[src/rtl/lsf_mul_signed_pipe.sv]
// Pipelined signed multiplier with valid/ready flow control, optional
// round-half-up right shift and saturation (or wrap) to the output width.
// A sideband tag travels with every product so IDs stay aligned.
module lsf_mul_signed_pipe #(
    parameter int A_WIDTH   = 18,
    parameter int B_WIDTH   = 21,
    parameter int P_WIDTH   = 38,
    parameter int NUM_STAGE = 3,
    parameter int SHIFT     = 0,
    parameter int ROUND     = 1,
    parameter int SAT       = 1,
    parameter int TAG_WIDTH = 8
) (
    input  logic                        ap_clk,
    input  logic                        ap_rst_n,
    input  logic                        in_valid,
    output logic                        in_ready,
    input  logic signed [A_WIDTH-1:0]   in_a,
    input  logic signed [B_WIDTH-1:0]   in_b,
    input  logic [TAG_WIDTH-1:0]        in_tag,
    output logic                        out_valid,
    input  logic                        out_ready,
    output logic signed [P_WIDTH-1:0]   out_p,
    output logic                        out_sat,
    output logic [TAG_WIDTH-1:0]        out_tag
);

    localparam int W   = A_WIDTH + B_WIDTH;
    // Working width: one bit above the full product so the rounding add
    // cannot overflow, and at least one bit above P_WIDTH for the range test.
    localparam int EW  = (W + 1 > P_WIDTH) ? W + 1 : P_WIDTH + 1;
    localparam int RSH = (SHIFT > 0) ? SHIFT - 1 : 0;
    // With more than one stage, stage 1 holds raw operands and the result
    // registers occupy the remaining stages.
    localparam int OFS = (NUM_STAGE > 1) ? 1 : 0;
    localparam int NR  = NUM_STAGE - OFS;

    localparam logic signed [EW-1:0] RND =
        (SHIFT > 0 && ROUND != 0) ? ({{(EW-1){1'b0}}, 1'b1} << RSH) : '0;
    localparam logic signed [EW-1:0] MAXV =
        {{(EW-P_WIDTH+1){1'b0}}, {(P_WIDTH-1){1'b1}}};
    localparam logic signed [EW-1:0] MINV = ~MAXV;

    logic [NUM_STAGE-1:0]        vld;
    logic [NUM_STAGE-1:0]        load;
    logic                        armed;

    logic signed [A_WIDTH-1:0]   mul_a;
    logic signed [B_WIDTH-1:0]   mul_b;
    logic [TAG_WIDTH-1:0]        mul_tag;
    logic                        calc_go;

    logic signed [W-1:0]         full;
    logic signed [EW-1:0]        sum;
    logic signed [EW-1:0]        rnd_res;
    logic signed [P_WIDTH-1:0]   calc_p;
    logic                        calc_sat;

    logic signed [P_WIDTH-1:0]   res_p   [NR];
    logic                        res_sat [NR];
    logic [TAG_WIDTH-1:0]        res_tag [NR];

    // A stage may load if it or any later stage is empty, or the output drains;
    // written as a flat OR per stage so no combinational chain loops on itself.
    always_comb begin
        for (int k = 0; k < NUM_STAGE; k++) begin
            load[k] = out_ready;
            for (int j = k; j < NUM_STAGE; j++) begin
                if (!vld[j]) begin
                    load[k] = 1'b1;
                end
            end
        end
    end

    assign in_ready = armed && load[0];

    // Input acceptance is held off until the first clock edge after reset.
    always_ff @(posedge ap_clk or negedge ap_rst_n) begin
        if (!ap_rst_n) begin
            armed <= 1'b0;
        end else begin
            armed <= 1'b1;
        end
    end

    // Valid bits advance stage by stage whenever the receiving stage loads.
    always_ff @(posedge ap_clk or negedge ap_rst_n) begin
        if (!ap_rst_n) begin
            vld <= '0;
        end else begin
            if (load[0]) begin
                vld[0] <= in_valid && in_ready;
            end
            for (int k = 1; k < NUM_STAGE; k++) begin
                if (load[k]) begin
                    vld[k] <= vld[k-1];
                end
            end
        end
    end

    generate
        if (NUM_STAGE == 1) begin : g_single
            assign mul_a   = in_a;
            assign mul_b   = in_b;
            assign mul_tag = in_tag;
            assign calc_go = in_valid && in_ready;
        end else begin : g_multi
            logic signed [A_WIDTH-1:0] op_a;
            logic signed [B_WIDTH-1:0] op_b;
            logic [TAG_WIDTH-1:0]      op_tag;

            // Operand stage captures each accepted beat.
            always_ff @(posedge ap_clk or negedge ap_rst_n) begin
                if (!ap_rst_n) begin
                    op_a   <= '0;
                    op_b   <= '0;
                    op_tag <= '0;
                end else if (in_valid && in_ready) begin
                    op_a   <= in_a;
                    op_b   <= in_b;
                    op_tag <= in_tag;
                end
            end

            assign mul_a   = op_a;
            assign mul_b   = op_b;
            assign mul_tag = op_tag;
            assign calc_go = vld[0] && load[1];
        end
    endgenerate

    // Multiply, round, shift and range-limit the product.
    always_comb begin
        full     = mul_a * mul_b;
        sum      = {{(EW-W){full[W-1]}}, full} + RND;
        rnd_res  = sum >>> SHIFT;
        calc_sat = 1'b0;
        calc_p   = rnd_res[P_WIDTH-1:0];
        if (rnd_res > MAXV) begin
            calc_sat = 1'b1;
            if (SAT != 0) begin
                calc_p = MAXV[P_WIDTH-1:0];
            end
        end else if (rnd_res < MINV) begin
            calc_sat = 1'b1;
            if (SAT != 0) begin
                calc_p = MINV[P_WIDTH-1:0];
            end
        end
    end

    // Result registers: the first captures the arithmetic, later ones shift it
    // along only when the previous stage holds a beat that is moving forward.
    always_ff @(posedge ap_clk or negedge ap_rst_n) begin
        if (!ap_rst_n) begin
            for (int j = 0; j < NR; j++) begin
                res_p[j]   <= '0;
                res_sat[j] <= 1'b0;
                res_tag[j] <= '0;
            end
        end else begin
            if (calc_go) begin
                res_p[0]   <= calc_p;
                res_sat[0] <= calc_sat;
                res_tag[0] <= mul_tag;
            end
            for (int j = 1; j < NR; j++) begin
                if (vld[j-1+OFS] && load[j+OFS]) begin
                    res_p[j]   <= res_p[j-1];
                    res_sat[j] <= res_sat[j-1];
                    res_tag[j] <= res_tag[j-1];
                end
            end
        end
    end

    assign out_valid = vld[NUM_STAGE-1];
    assign out_p     = res_p[NR-1];
    assign out_sat   = res_sat[NR-1];
    assign out_tag   = res_tag[NR-1];

endmodule

[config.mk]
export PLATFORM = sky130hd
export DESIGN_NAME = lsf_mul_signed_pipe
export DESIGN_NICKNAME = d
export VERILOG_FILES = /design/src/rtl/lsf_mul_signed_pipe.sv
export SDC_FILE = /design/constraint.sdc
export NUM_CORES = 1
export LEC_CHECK = 0
export CAP_MARGIN = 0
export CORE_MARGIN = 10
export CORE_UTILIZATION = 57
export DETAILED_ROUTE_END_ITERATION = 8
export PLACE_DENSITY = 0.75
export SYNTH_ARGS = -nofsm -noshare
export SYNTH_HDL_FRONTEND = slang
export SYNTH_SLANG_ARGS = --single-unit
[constraint.sdc]
create_clock -name ap_clk -period 6.95 [get_ports ap_clk]
set_clock_uncertainty 0.1 [all_clocks]
set_input_delay 1.7375 -clock ap_clk [delete_from_list [all_inputs] [get_ports ap_clk]]
set_output_delay 1.7375 -clock ap_clk [all_outputs]
set_load 0.03 [all_outputs]
Yosys cells after proc, flatten, opt, wreduce, memory -nomap -nowiden
Index checks and enable logic that the tools add are counted.

storage, ports and cells
  latch bits = 0
  memory bits (read-only) = 0
  RAM bits = 0
  register bits = 145
  word-level logic and storage cells = 30
  bits of input ports = 51
  memories kept = 0
  output and inout bits = 49

operators by class
  muxes and demuxes = 10
  multiply operators = 1
  order comparisons = 2
  reduce and logical (&&, ||, !) cells = 4
  equal/unequal tests = 0
  $add $sub $neg = 0
  div/mod/pow operators = 0
  bitwise logic cells = 0
  shifts and indexed selects = 0

operator list
  operator                                                          number
  2-to-1 mux 38 bit                                                 2
  greater-than comparator 39 x 38 -> 1 bit (second input constant)  1
  less-than comparator 39 x 38 -> 1 bit (second input constant)     1
  multiplier 18 x 21 -> 39 bit                                      1
  2-to-1 mux 1 bit                                                  8
  logical AND 1 bit                                                 4

Depth between registers and ports, before layout
Gate-level depths: netlist of run 1.

  word-level depth = 5
  depth in mapped cells = 28
  gate-level depth less buffers = 25

Least setup slack after synthesis of run 1
No wires, ideal clock.

  path type = register -> register
  start point = reg g_multi.op_b[20]
  end point = reg res_p[57] (netlist name)
  path slack = 0.130 ns
  stages on the path, launching flop included = 24
  buffers on the path = 3
  data required time = 6.768 ns
  arrival time = 6.638 ns
  cell sequence = dfrtp_1 > clkbuf_1 > clkbuf_1 > and2_1 > fa_1 > fa_1 > ha_1 > inv_1 > fa_1 > inv_1 > fa_1 > inv_1 > fa_1 > inv_1 > ha_1 > nand3_1 > or4_1 > o21ba_4 > o41ai_4 > a21oi_2 > xnor2_2 > buf_6 > nand2_4 > a31oi_1

between the ends
  cells in the longest elaborated chain, start to end = 4

RTL lines
  item                                   RTL line  RTL
  from (decl)                            111       logic signed [B_WIDTH-1:0] op_b;
  from (signal assigned)                 122       op_b <= in_b;
  multiplier 18 x 21 -> 39 bit (*)       136       full = mul_a * mul_b;
  less-than comparator 39 x 38 -> 1 bit  146       end else if (rnd_res < MINV) begin
  2-to-1 mux 38 bit                      146
  2-to-1 mux 38 bit (*)                  141       if (rnd_res > MAXV) begin
  to (signal, indexed assignment)        171       res_p[j] <= res_p[j-1];
  to (decl)                              59        logic signed [P_WIDTH-1:0] res_p [NR];

Mark *: on every way between the ends. The rest lies on a longest branch, timed or not.
A chain may end at the register's enable or synchronous reset.

Final worst setup path of run 1
  start point = reg g_multi.op_a[3]
  end point = reg res_p[46] (netlist name)

between the ends
  cells in the longest elaborated chain, start to end = 4

RTL lines
  item                                   RTL line  RTL
  from (decl)                            110       logic signed [A_WIDTH-1:0] op_a;
  from (signal assigned)                 121       op_a <= in_a;
  multiplier 18 x 21 -> 39 bit (*)       136
  less-than comparator 39 x 38 -> 1 bit  146
  2-to-1 mux 38 bit                      146
  2-to-1 mux 38 bit (*)                  141

Marks and branches as above.

==> flow_metrics.env, run 1 <==
export IMPL_syn_num_nets=2596
export IMPL_reg2reg_setup_slack_ns=0.24
export IMPL_setup_ws_ns=0.243
export IMPL_critical_path_max_stage_delay_ns=0.55
export IMPL_grt_antenna_before_repair=0
export IMPL_nNetsFinal=2648
export IMPL_syn_area_mm2=0.0199
export IMPL_largest_net_degree_at_the_start_of_global_routing=84
export IMPL_final_seq_area_mm2=0.00365
export IMPL_report_final_slew_viol_count=0
export IMPL_floorplan_io_pins=100
export IMPL_crit_slowest_cell="fa_1"
export IMPL_netlist_cell_type_count=65
export IMPL_seq_area_frac_synth=0.182
export IMPL_timing_hold_worst_class="reg2reg"
export IMPL_dieWidth_um=207
export IMPL_cp_required_ns=7.21
export IMPL_diodes=0
export IMPL_post_route_cells_drive_above_1_share=0.128
export IMPL_place_hpwl_um=38000
export IMPL_htreeDepth=4
export IMPL_max_clock_path_buffers=2
export IMPL_critical_path_startpoint="g_multi.op_a[3]"
export IMPL_clock_sink_count=145
export IMPL_synth_top_flop_cell="dfrtp_1"
export IMPL_regToRegStartpoint="g_multi.op_a[3]"
export IMPL_gpl_final_weighted_congestion=0.919
export IMPL_floorplan_initialDensity=0.577
export IMPL_clock_insertion_delay_worst_skew_ns=0.46
export IMPL_std_cell_rows=68
export IMPL_clock_tree_from_tritoncts="done"
export IMPL_placement_io_buffers=99
export IMPL_worstMarginPinSlew_ns=1.19
export IMPL_cts_made_buffers=17
export IMPL_max_clock_freq_mhz=149
export IMPL_grt_setup_unrepaired="no"
export IMPL_drc=0
export IMPL_fillCellCount=2697
export IMPL_number_of_hold_violations_in_the_final_report=0
export IMPL_drt_pass1_iter_count=5
export IMPL_timing_final_crit_share=0.965
export IMPL_ys_warnings_count=0
export IMPL_multi_input_area_mm2=0.0140
export IMPL_cts_root_buffer_cell="clkbuf_16"
export IMPL_average_via_count_per_standard_cell=5.40
export IMPL_grt_pass1_wl_um=76800
export IMPL_async_reset_ff_frac=1.00
export IMPL_synth_area_per_cell_um2=9.61
export IMPL_dpl_worst_slack_ns=-0.0459
export IMPL_worstPathMaxFanout=32
export IMPL_floorplan_core_area_mm2=0.0345
export IMPL_number_of_cells_on_the_worst_reg_to_reg_path=26
export IMPL_die_area_mm2=0.0428
export IMPL_routed_wl_um=45900
export IMPL_num_vias=14000
export IMPL_critPathCapture="res_p[46]"
export IMPL_worst_endpoint_arrival_ns=6.97
export IMPL_post_synth_inst_count=2069
export IMPL_relSlewSlack=0.207
export IMPL_grt_use_total=0.228
export IMPL_clk_transition_reported_paths_ns=0.07
export IMPL_drtAntennaViolNets=0
export IMPL_die_height_um=207
export IMPL_reg2reg_to="res_p[46]"
export IMPL_number_of_global_route_vias_before_repair=15300
export IMPL_gr_total_overflow=0
export IMPL_crit_type="reg2reg"
export IMPL_area_growth_pct=11.4
export IMPL_timing_critical_path_to_type="flip-flop"
export IMPL_result_of_the_run="finished, final reports clean"
export IMPL_start_kind="flip-flop"
export IMPL_synth_seq_cells=145
export IMPL_timing_setup_tns_ns=0
export IMPL_drt_iter0_drc=767
export IMPL_avgRoutedWirePerCell_um=17.7
export IMPL_synth_enable_flop_cells=0
export IMPL_post_route_min_period_ns=6.71
export IMPL_finalSetupViolations=0
export IMPL_cp_common_cell="fa_1"
export IMPL_maxcap_viol_count=0
-- repair_timing --
item,in CTS,in global routing
hold buffers,0,0
setup endpoints to repair,5,39
setup buffers,0,7
resized for setup,10,32
pin swaps,0,7
-- flip-flops by register name, indices dropped and copies added (netlist names), 3 cells and up --
signal and flops:
out_tag 8, g_multi.op_tag 8, out_p 38, g_multi.op_a 18, res_p 38, res_tag 8, vld 3, g_multi.op_b 21
-- cell usage after synthesis, types with 9 or more instances --
| cell | n | area, µm² |
|---|---|---|
| o21ai_1 | 39 | 195 |
| nand2_1 | 319 | 1200 |
| clkbuf_1 | 97 | 364 |
| mux2_2 | 94 | 1060 |
| nor3_1 | 13 | 65.1 |
| nor2_1 | 41 | 154 |
| xnor2_1 | 29 | 254 |
| a21oi_1 | 65 | 325 |
| ha_1 | 99 | 1240 |
| and2_1 | 130 | 813 |
| dfrtp_1 | 145 | 3630 |
| inv_1 | 426 | 1600 |
| buf_4 | 47 | 353 |
| fa_1 | 377 | 7550 |
| nand2b_1 | 9 | 56.3 |
| o21ai_0 | 28 | 140 |
-- layer usage --
metal	track usage	vias to the layer above	wire length, µm
met1	0.269	7217	17300
met3	0.0293	115	2050
met5	0	-	0
met4	0.0996	0	1730
li1	-	6243	-
met2	0.410	417	24800
-- metrics by stage --
step	instance area, µm²	std cells	utilization	hold slack [ns]
floorplan	19900	2069	-	0.333
global placement	21400	2550	0.620	0.343
detailed placement	21400	2550	0.620	0.363
CTS	22000	2582	0.638	0.376
global route	22100	2589	0.643	0.392
finish	22100	2589	0.643	0.371
-- cells in the final DEF (no fill, tap or decap), types with 41 or more instances in the layout --
| master | synthesis | layout |
|---|---|---|
| nand2_1 | 319 | 318 |
| dfrtp_1 | 145 | 126 |
| o21ai_1 | 39 | 42 |
| nor2_1 | 41 | 41 |
| ha_1 | 99 | 98 |
| buf_4 | 47 | 85 |
| and2_1 | 130 | 130 |
| a21oi_1 | 65 | 61 |
| clkdlybuf4s50_1 | 0 | 98 |
| fa_1 | 377 | 376 |
| mux2_2 | 94 | 94 |
| inv_1 | 426 | 426 |
-- worst min path at each step --
stage / startpoint / endpoint / slack (ns) / cells after the start
6_report: g_multi.op_tag[2] / res_tag[10] / 0.37 / 2
5_1_grt: g_multi.op_tag[1] / res_tag[9] / 0.39 / 2
4_1_cts: g_multi.op_tag[5] / res_tag[13] / 0.38 / 2
3_5_place_dp: g_multi.op_tag[0] / res_tag[8] / 0.36 / 2
3_3_place_gp: g_multi.op_tag[3] / res_tag[11] / 0.34 / 2
2_1_floorplan: g_multi.op_tag[2] / res_tag[10] / 0.33 / 2
-- worst max-delay path, delay by kind of cell (launching register included) --
family,cells,cell delay [ns]
AND/OR/NAND/NOR,4,0.70
XOR/XNOR,1,0.15
adder cells (fa/ha/maj),7,3.41
buffers and inverters,8,0.82
flip-flops,1,0.50
AO/OA/AOI/OAI,6,0.92
-- layout make-up --
cell class              count  area share
multi-input cells        1339       0.630
clock buffers              17      0.0192
clock inverters            15     0.00768
repair buffers            192      0.0802
flip-flops and latches    145       0.165
well taps                 455      0.0257
inverters                 426      0.0722
-- kinds of logic after synthesis --
family / share of synthesized area
buffers and inverters: 0.121
AND/OR/NAND/NOR: 0.126
adder cells (fa/ha/maj): 0.442
AO/OA/AOI/OAI: 0.0571
flip-flops: 0.182
multiplexers: 0.0532
XOR/XNOR: 0.0179
other: 0.000189
Power of run 1 is left out: the tool's default activity adds up to more than one toggle a clock period on the data nets, which glitch-free logic cannot reach.
==> run 2: changes to the inputs <==
CORE_UTILIZATION = 55   (was 57)
PLACE_DENSITY = 0.73   (was 0.75)
==> run 2 against run 1 <==
  * Clock-buffer cell count rose by 5
  * Worst setup slack got worse by 0.036 ns
  * Sequential share of layout area increased by 0.071 points
  * First-iteration DRC count is 14% higher
  * Critical path depth down 3
  * Global-route usage down 0.96 points
  * Register-to-register slack worse by 0.04 ns
  * Cell count is 0.15% lower
==> flow_metrics.env, run 2 (synthesis results as in run 1) <==
export IMPL_setup_ws_ns=0.207
export IMPL_floorplan_core_area_mm2=0.0357
export IMPL_place_hpwl_um=38100
export IMPL_dpl_worst_slack_ns=-0.0475
export IMPL_number_of_global_route_vias_before_repair=15100
export IMPL_drtAntennaViolNets=0
export IMPL_post_route_cells_drive_above_1_share=0.127
export IMPL_grt_use_total=0.218
export IMPL_timing_final_crit_share=0.970
export IMPL_placement_io_buffers=99
export IMPL_max_clock_path_buffers=2
export IMPL_max_clock_freq_mhz=148
export IMPL_regToRegStartpoint="g_multi.op_a[6]"
export IMPL_htreeDepth=4
export IMPL_number_of_cells_on_the_worst_reg_to_reg_path=23
export IMPL_drt_iter0_drc=872
export IMPL_reg2reg_setup_slack_ns=0.21
export IMPL_die_height_um=210
export IMPL_finalSetupViolations=0
export IMPL_cp_common_cell="fa_1"
export IMPL_reg2reg_to="res_p[74]"
export IMPL_start_kind="flip-flop"
export IMPL_worstPathMaxFanout=13
export IMPL_relSlewSlack=0.181
export IMPL_hold_path_endpoint="res_tag[9]"
export IMPL_crit_slowest_cell="fa_1"
export IMPL_avgRoutedWirePerCell_um=18.0
export IMPL_gr_total_overflow=0
export IMPL_worstMarginPinSlew_ns=1.23
export IMPL_number_of_hold_violations_in_the_final_report=0
export IMPL_result_of_the_run="finished, final reports clean"
export IMPL_clock_sink_count=145
export IMPL_clock_tree_from_tritoncts="done"
export IMPL_die_area_mm2=0.0442
export IMPL_average_via_count_per_standard_cell=5.41
export IMPL_top_library_cells_by_usage_in_the_layout_fill_and_taps_aside="inv_1, fa_1, nand2_1, and2_1, dfrtp_1"
export IMPL_cts_root_buffer_cell="clkbuf_16"
export IMPL_timing_critical_path_cells="buf_12 > and2_1 > fa_1 > inv_1 > fa_1 > fa_1 > inv_1 > fa_1 > fa_1 > inv_1 > fa_1 > inv_1 > ha_1 > a21oi_1 > o21ai_1 > a221oi_1 > o21ai_0 > o21ba_4 > o21ai_0 > a2111oi_0 > nor3_1 > a21oi_1 > o21ai_1"
export IMPL_std_cell_rows=69
export IMPL_worstPathBufferInverterCount=5
export IMPL_routed_wl_um=46400
export IMPL_floorplan_io_pins=100
export IMPL_hold_buffers=0
export IMPL_drc=0
export IMPL_timing_hold_worst_class="reg2reg"
export IMPL_clock_insertion_delay_worst_skew_ns=0.46
export IMPL_cts_made_buffers=17
export IMPL_nNetsFinal=2638
export IMPL_crit_type="reg2reg"
export IMPL_maxcap_viol_count=0
export IMPL_dieWidth_um=210
export IMPL_largest_net_degree_at_the_start_of_global_routing=82
export IMPL_drt_pass1_iter_count=5
export IMPL_worst_endpoint_arrival_ns=6.98
export IMPL_timing_setup_tns_ns=0
export IMPL_clk_transition_reported_paths_ns=0.07
export IMPL_area_growth_pct=11.1
export IMPL_cpLargestDelayFamily="adder cells"
export IMPL_floorplan_initialDensity=0.558
export IMPL_timing_critical_path_to_type="flip-flop"
export IMPL_grt_antenna_before_repair=0
export IMPL_final_common_cell="inv_1"
export IMPL_critical_path_max_stage_delay_ns=0.55
export IMPL_num_vias=14000
export IMPL_gpl_final_weighted_congestion=0.905
export IMPL_report_final_slew_viol_count=0
export IMPL_grt_pass1_wl_um=77100
export IMPL_hold_path_depth=2
export IMPL_fin_util=0.620
export IMPL_diodes=0
export IMPL_startpoint_of_the_tightest_hold_check_path="g_multi.op_tag[1]"
export IMPL_post_route_min_period_ns=6.74
export IMPL_cp_required_ns=7.19
-- run 2: layout make-up --
| cell class | instances | area [µm²] |
|---|---|---|
| clock buffer | 22 | 494 |
| clock inverter | 10 | 114 |
| fill | 2894 | 13600 |
| inverter | 426 | 1600 |
| multi-input combinational | 1339 | 13900 |
| sequential | 145 | 3660 |
| tap | 461 | 577 |
| timing repair buffer | 182 | 1710 |
-- run 2: metal layers --
layer  GRT usage  wire [µm]  up-vias
li1            -          -     6245
met4      0.0702       1290        0
met1       0.267      18200     7216
met5           0          0        -
met3      0.0237       1930      101
met2       0.395      25000      419
-- run 2: worst max path at each step --
stage	start	end	slack [ns]	cells after the start
4_1_cts	g_multi.op_a[8]	res_p[67]	0.0009	26
6_report	g_multi.op_a[6]	res_p[74]	0.21	23
5_1_grt	g_multi.op_a[7]	res_p[51]	-0.04	26
2_1_floorplan	g_multi.op_b[20]	res_p[57]	0.13	23
3_3_place_gp	g_multi.op_b[13]	res_p[67]	0.03	24
3_5_place_dp	g_multi.op_b[12]	res_p[67]	-0.05	24
-- run 2: what timing repair did --
| item | in CTS | in global routing |
|---|---|---|
| gates resized for setup | 4 | 40 |
| setup buffers | 0 | 13 |
| endpoints found under the setup margin | 2 | 39 |
| pin swaps | 0 | 3 |
-- run 2: per-stage QoR --
step / cell area [µm²] / cells / hold WS (ns)
after floorplan: 19900 / 2069 / 0.333
after global placement: 21200 / 2540 / 0.343
after detailed placement: 21200 / 2540 / 0.354
after CTS: 21900 / 2572 / 0.369
after global routing: 22100 / 2585 / 0.395
final: 22100 / 2585 / 0.364
-- run 2: tightest hold or removal path, cell delays in order (launching register included) --
cell and delay, ns:
dfrtp_1 0.34, nand2_1 0.05, nand2_1 0.04
Power of run 2 is left out for the same reason.
